<file path="src/rtl/mips_pkg.sv">
// Shared MIPS datapath constants: register file geometry and well-known
// register indices used by the register file, write-register mux and control.
package mips_pkg;

    localparam int DATA_WIDTH = 32;
    localparam int ADDR_WIDTH = 5;
    localparam int NUM_REGS   = 2 ** ADDR_WIDTH;

    localparam logic [4:0] REG_ZERO = 5'd0;
    localparam logic [4:0] REG_SP   = 5'd29;
    localparam logic [4:0] REG_RA   = 5'd31;

    // Operand ports on the register file: A (rs) and B (rt).
    typedef enum logic {
        PORT_A = 1'b0,
        PORT_B = 1'b1
    } rf_port_e;

    localparam int NUM_READ_PORTS = 2;

endpackage

</file>
<file path="src/rtl/mips_regfile_array.sv">
// Register storage for r1..r(N-1) with one write port and three raw
// combinational read ports; index 0 has no storage and reads as zero.
module mips_regfile_array
    import mips_pkg::*;
#(
    parameter int DW = DATA_WIDTH,
    parameter int AW = ADDR_WIDTH
) (
    input  logic          Clk,
    input  logic          Reset,
    input  logic          we,
    input  logic [AW-1:0] waddr,
    input  logic [DW-1:0] wdata,
    input  logic [AW-1:0] raddr1,
    input  logic [AW-1:0] raddr2,
    input  logic [AW-1:0] daddr,
    output logic [DW-1:0] rdata1,
    output logic [DW-1:0] rdata2,
    output logic [DW-1:0] ddata
);

    localparam int NREG = 2 ** AW;

    // Flattened view of the file; entry 0 is tied to zero.
    logic [DW-1:0] word [NREG];

    assign word[0] = '0;

    // Flip-flop storage rather than block RAM: every entry must clear
    // asynchronously on Reset, which RAM primitives cannot do.
    genvar gi;
    generate
        for (gi = 1; gi < NREG; gi++) begin : g_reg
            logic [DW-1:0] q_reg;
            logic          wr_hit;

            assign wr_hit = we && (waddr == AW'(gi));

            always_ff @(posedge Clk or posedge Reset) begin
                if (Reset) begin
                    q_reg <= '0;
                end else if (wr_hit) begin
                    q_reg <= wdata;
                end
            end

            assign word[gi] = q_reg;
        end
    endgenerate

    assign rdata1 = word[raddr1];
    assign rdata2 = word[raddr2];
    assign ddata  = word[daddr];

endmodule

</file>
<file path="src/rtl/mips_register_file.sv">
// MIPS GPR file: storage array plus write-first bypass, $zero forcing and
// the A/B operand latches consumed by the next ALU step.
module mips_register_file
    import mips_pkg::*;
#(
    parameter int DATA_WIDTH = mips_pkg::DATA_WIDTH,
    parameter int ADDR_WIDTH = mips_pkg::ADDR_WIDTH
) (
    input  logic                  Clk,
    input  logic                  Reset,
    input  logic                  RegWrite,
    input  logic [ADDR_WIDTH-1:0] WriteRegister,
    input  logic [DATA_WIDTH-1:0] WriteData,
    input  logic                  LatchEn,
    input  logic [ADDR_WIDTH-1:0] ReadRegister1,
    input  logic [ADDR_WIDTH-1:0] ReadRegister2,
    output logic [DATA_WIDTH-1:0] ReadData1,
    output logic [DATA_WIDTH-1:0] ReadData2,
    input  logic [ADDR_WIDTH-1:0] DebugAddr,
    output logic [DATA_WIDTH-1:0] DebugData
);

    logic                  wr_en;
    logic [ADDR_WIDTH-1:0] rd_addr   [NUM_READ_PORTS];
    logic [DATA_WIDTH-1:0] raw_data  [NUM_READ_PORTS];
    logic [DATA_WIDTH-1:0] rd_next   [NUM_READ_PORTS];
    logic [DATA_WIDTH-1:0] latch_reg [NUM_READ_PORTS];
    logic [DATA_WIDTH-1:0] debug_raw;

    // Writes to $zero are dropped here so the array never sees them.
    assign wr_en = RegWrite && (WriteRegister != '0);

    assign rd_addr[PORT_A] = ReadRegister1;
    assign rd_addr[PORT_B] = ReadRegister2;

    mips_regfile_array #(
        .DW (DATA_WIDTH),
        .AW (ADDR_WIDTH)
    ) u_array (
        .Clk    (Clk),
        .Reset  (Reset),
        .we     (wr_en),
        .waddr  (WriteRegister),
        .wdata  (WriteData),
        .raddr1 (rd_addr[PORT_A]),
        .raddr2 (rd_addr[PORT_B]),
        .daddr  (DebugAddr),
        .rdata1 (raw_data[PORT_A]),
        .rdata2 (raw_data[PORT_B]),
        .ddata  (debug_raw)
    );

    genvar gi;
    generate
        for (gi = 0; gi < NUM_READ_PORTS; gi++) begin : g_port
            // Write-first: a register written on this edge is latched with
            // its new value, so the ALU step after sees it without a stall.
            always_comb begin
                rd_next[gi] = raw_data[gi];
                if (rd_addr[gi] == '0) begin
                    rd_next[gi] = '0;
                end else if (wr_en && (WriteRegister == rd_addr[gi])) begin
                    rd_next[gi] = WriteData;
                end
            end

            always_ff @(posedge Clk or posedge Reset) begin
                if (Reset) begin
                    latch_reg[gi] <= '0;
                end else if (LatchEn) begin
                    latch_reg[gi] <= rd_next[gi];
                end
            end
        end
    endgenerate

    assign ReadData1 = latch_reg[PORT_A];
    assign ReadData2 = latch_reg[PORT_B];
    assign DebugData = (DebugAddr == '0) ? '0 : debug_raw;

endmodule
</file>
<file path="config.mk">
export PLATFORM = sky130hd
export DESIGN_NAME = mips_register_file
export DESIGN_NICKNAME = d
export VERILOG_FILES = /design/src/rtl/mips_pkg.sv /design/src/rtl/mips_regfile_array.sv /design/src/rtl/mips_register_file.sv
export SDC_FILE = /design/constraint.sdc
export NUM_CORES = 2
export LEC_CHECK = 0
export CORE_MARGIN = 4
export CORE_UTILIZATION = 48
export DETAILED_ROUTE_END_ITERATION = 16
export PLACE_DENSITY = 0.62
export SLEW_MARGIN = 20
export SYNTH_ARGS = -nofsm -noshare
export SYNTH_HDL_FRONTEND = slang
export SYNTH_SLANG_ARGS = --single-unit
</file>
<file path="constraint.sdc">
create_clock -name Clk -period 73.3 [get_ports Clk]
set_input_delay 14.66 -clock Clk [delete_from_list [all_inputs] [get_ports Clk]]
set_output_delay 14.66 -clock Clk [all_outputs]
set_load 0.03 [all_outputs]
</file>
Yosys cells after proc, flatten, opt, wreduce, memory -nomap -nowiden
Cells that the tools add are included.
W data, S select, Z words.
{ "classes": {"n_lt_le_gt_ge": 3, "n_eq_ne": 33, "muxes": 14, "bitwise_logic": 3, "reduce_logical": 38} }
{ "ops": {"columns": ["operator", "count"], "rows": [
  ["$bmux W32 S5", 3],
  ["$mux W32", 11],
  ["$eq A5 B5 Y1 const B", 16],
  ["$eq A5 B4 Y1 const B", 8],
  ["$logic_and A1 B1 Y1", 34],
  ["$eq A5 B3 Y1 const B", 4],
  ["$ge A6 B6 Y1 const B", 3],
  ["$not A5 Y6", 3],
  ["$logic_not A5 Y1", 3],
  ["$eq A5 B2 Y1 const B", 2],
  ["$eq A5 B5 Y1", 2],
  ["$eq A5 B1 Y1 const B", 1],
  ["$reduce_bool A5 Y1", 1]
]} }
{ "word_totals": {"register_bits": 1056, "in_bits": 56, "out_inout_bits": 96} }

Logic depth before layout (Yosys ltp)
{ "logic_depth": {"depth_word": 6, "ltp_mapped": 9} }

Cells and area by module
From an unflattened synthesis, not the netlist that was laid out.
{ "hier_totals": {"hier_cells": 4714, "area_unflattened_um2": 65406.5} }
{ "by_module_without_submodules": {"columns": ["module", "n_inst", "cells_per_inst", "area_per_inst_um2"], "rows": [
  ["mips_regfile_array", 1, 4291, 61338.8],
  ["mips_register_file", 1, 423, 4067.7]
]} }

Least setup slack after synthesis
No wires, ideal clock.
{ "synth_timing": {"path_type": "in2out", "start": "input port DebugAddr[0]", "end": "output port DebugData[10]", "t_arrival_ns": 16.630, "required_ns": 58.640, "slack_ns": 42.010, "path_stages": 5, "path_buffers": 2, "path_cell_list": "buf_6 clkbuf_1 mux4_2 mux4_2 mux2_2"} }
{ "synth_between": {"elab_chain_len": 5, "elab_cells_between_ends": 6, "cone_classes": "mux: 4; bitwise: 1; reduce/logical: 1"} }
{ "synth_rtl": {"columns": ["item", "line", "rtl"], "rows": [
  ["from (decl)", "mips_register_file.sv:19", "input logic [ADDR_WIDTH-1:0] DebugAddr,"],
  ["$not A5 Y6 (implied by the code)", "mips_regfile_array.sv:53", "assign ddata = word[daddr];"],
  ["$bmux W32 S5", "mips_regfile_array.sv:53", null],
  ["$mux W32 (implied by the code) (2 in series)", "mips_regfile_array.sv:53", null],
  ["$mux W32 *", "mips_register_file.sv:79", "assign DebugData = (DebugAddr == '0) ? '0 : debug_raw;"],
  ["to (decl)", "mips_register_file.sv:20", "output logic [DATA_WIDTH-1:0] DebugData"]
]} }
Every way passes the cells marked *; elsewhere a longest branch is shown, timed or not. The select of a mux whose other input is x is not followed.

Worst setup path after layout
{ "layout_timing": {"start": "input port DebugAddr[1]", "end": "output port DebugData[10]"} }
The elaborated chain is that of the path after synthesis.

==> out/results.md <==
### Status
• outcome: finished clean

### Global routing
• wire length of the first global-routing pass: 333000 µm
• vias in the first global route: 44.57k
• Remaining Overflow, GRT: 0
• antenna violations before repair: 15
• maximum number of pins on one net before global-route repair: 159
• overall track demand over capacity in global routing: 0.3369

### Clock tree
• clock root buffer master: sky130_fd_sc_hd__clkbuf_16
• count of hold-fix buffers inserted at cts: 0
• CTS Buffer Depth: 3
• TritonCTS Sinks: 1056
• quantity of gates resized following cts: 0
• CTS buffer count: 118
• CTS tree: built
• H-tree level count: 3
• Worst-Skew Late Latency: 0.76 ns
• buffers inserted during post-CTS setup optimization: 0
• Clk pin slew, worst setup/hold paths: 0.06 ns

### Routing
• number of remaining DRC errors: 0
• remaining number of nets flagged by the antenna check after routing: 0
• drt initial violations: 5309
• total number of vias: 44.54k
• DR WL/cell: 37.80 µm
• wire length reported by the detailed router: 232200 µm
• detail-routed via count per cell: 7.249
• drt pass-1 iters: 6

### Critical path
• kind of launch point of the worst setup path: input port
• maximum fanout encountered on the critical timing path: 112
• worst reg-to-reg setup slack: 71.22 ns
• WP data arrival: 19.19 ns
• critical path capture point type: output port
• required time reported for the critical path endpoint: 58.64 ns
• kind of critical path: in -> out

### Pwr
• power density cells: 27.38 nW/µm²
• Power, Total: 0.001926 W
• worst vdd ir: 0.02116 mV
• leakage power figure: 29.31 nW

### Logic synthesis
• Synth Flop Type: sky130_fd_sc_hd__dfrtp_1
• Post-Synthesis Mean Instance Area: 14.40 µm²
• async set-or-reset flop fraction in the synthesized netlist: 1.000
• register bit count reported by yosys: 1056
• number of instances in the synthesized netlist: 4408
• post-synthesis cell area: 63480 µm²
• sequential element share of the synthesized area: 0.4163
• count of different cell masters after synthesis: 58
• total of warnings raised by yosys: 0
• syn_nets: 4464
• Post-synth EDFFs: 0

### Floorplanning
• Die Area: 138100 µm²
• number of primary I/O pins: 152
• floorplan die height: 371.7 µm
• core area: 131500 µm²
• starting density of the core: 0.4829
• Std-Cell Rows: 133
• floorplan die width: 371.7 µm

### Cells and area
• ratio of cells with drive above 1 in the final layout: 0.4872
• nets@finish: 4346
• most frequent standard cell in the layout excluding fill and tap cells: sky130_fd_sc_hd__mux2_2
• flip-flop count of the largest register, all copies and words added: 992
• most frequent cells in the layout: 1103 x sky130_fd_sc_hd__mux2_2, 1056 x sky130_fd_sc_hd__dfrtp_1, 647 x sky130_fd_sc_hd__mux4_2
• filler cell count in the final layout: 10.88k
• area growth from synthesis to final layout: 10.79%

### Place
• HPWL Detailed: 132200 µm
• final weighted congestion in routability-driven placement: 0.8499
• count of port buffers added during placement: 151
• Post-Place Worst Slack: 39.53 ns

### Timing
• RSZ-0062 raised after global routing: no
• Slew @ Worst Pin: 1.188 ns
• Post-Route Setup TNS: 0 ns
• Max Transition Viols Final: 0
• worst rel slew slack: 0.2060
• Final Hold Vio Count: 0
• endpoints failing setup: 0
• Period Utilization, post-route: 0.4619
• min setup slack post-route: 39.45 ns
• post-route minimum period: 33.85 ns
• post-route clock skew: 0.04302 ns
• peak clock frequency supported by timing: 29.54 MHz

### Job
• maximum capacitance violations: 0

### Min path
• Hold/Removal Path Class: reg -> reg

[logic make-up (layout without fill, tap and decap cells)]
kind of cell	after synthesis	in the layout	synth area share
other	0	5	0
xor gates and xnor gates	10	10	0.001380
buffers and inverters	500	476	0.03359
DFF	1056	1056	0.4163
muxes	2008	2008	0.4662
and+or+nand+nor	321	321	0.02489
AOI/OAI and AO/OA	513	513	0.05771
[path summary, 6_finish.rpt]
kind / start / endpoint / depth (start not counted)
max: DebugAddr[1] / DebugData[10] / 8
min: ReadData2[11] / ReadData2[11] / 2
max reg2reg: u_array.g_reg[21].q_reg[12] / ReadData2[12] / 5
min reg2reg: ReadData2[11] / ReadData2[11] / 2
max in group asynchronous: Reset / u_array.g_reg[22].q_reg[20] / 6
min in group asynchronous: Reset / u_array.g_reg[30].q_reg[9] / 2
[cell type report]
class | instances | area (µm²) | share of cell area
antenna | 5 | 12.51 | 0.0001779
timing repair buffer | 257 | 2308 | 0.03282
tap | 1755 | 2196 | 0.03122
multi-input combinational | 2852 | 35260 | 0.5014
clock inverter | 38 | 595.6 | 0.008468
clock buffer | 176 | 3506 | 0.04985
sequential | 1056 | 26430 | 0.3757
inverter | 5 | 27.53 | 0.0003914
[power by group]
| group | internal (W) | switching, W |
|---|---|---|
| Clock | 0.000380 | 0.000257 |
| Combinational | 0.000274 | 0.000203 |
| Sequential | 0.000696 | 0.000115 |
| Total | 0.00135 | 0.000575 |
[Yosys cell counts (all sizes together), types with 11 or more instances]
| cell type | n | share of area |
|---|---|---|
| mux4 | 647 | 0.23 |
| nand2b | 12 | 0.0012 |
| o311ai | 21 | 0.0029 |
| a211oi | 12 | 0.0014 |
| clkbuf | 255 | 0.015 |
| mux2i | 244 | 0.038 |
| a22oi | 172 | 0.020 |
| buf | 240 | 0.018 |
| a21oi | 29 | 0.0023 |
| o211ai | 13 | 0.0015 |
| a22o | 33 | 0.0046 |
| nand4 | 11 | 0.0011 |
| a2111oi | 13 | 0.0018 |
| nor2 | 62 | 0.0037 |
| and4 | 21 | 0.0029 |
| a221oi | 15 | 0.0021 |
| nand3 | 41 | 0.0032 |
| a211o | 15 | 0.0021 |
| mux2 | 1117 | 0.20 |
| nor2b | 12 | 0.0012 |
| dfrtp | 1056 | 0.42 |
| o22ai | 99 | 0.0098 |
| or3 | 14 | 0.0014 |
| nand2 | 119 | 0.0070 |
| o21ai | 60 | 0.0047 |
[critical path, cell delays in order]
cell and delay, ns:
sky130_fd_sc_hd__buf_8 0.71, sky130_fd_sc_hd__buf_4 0.75, sky130_fd_sc_hd__buf_4 0.72, sky130_fd_sc_hd__mux2_2 0.41, sky130_fd_sc_hd__a22o_1 0.17, sky130_fd_sc_hd__mux4_2 0.45, sky130_fd_sc_hd__mux2_2 0.41, sky130_fd_sc_hd__clkdlybuf4s50_1 0.65
[through the flow]
stage | area, µm² | hold slack, ns | utilization | std cells
final | 70330 | 0.5178 | 0.5350 | 6144
after CTS | 70370 | 0.5233 | 0.5353 | 6138
after global routing | 70320 | 0.5402 | 0.5349 | 6139
after detailed placement | 66270 | 0.5104 | 0.5041 | 5924
after global placement | 66270 | 0.5002 | 0.5041 | 5924
after floorplan | 63480 | 0.4934 | - | 4408
[per-layer routing]
| metal | vias to the layer above | routed length, µm | global-route usage |
|---|---|---|---|
| met2 | 2704 | 104100 | 0.5039 |
| met5 | - | 142 | 0.002849 |
| met3 | 533 | 23940 | 0.08801 |
| met1 | 24000 | 93740 | 0.4710 |
| met4 | 14 | 10340 | 0.1355 |
| li1 | 17290 | - | - |
Power figures use the tool's default switching activity.
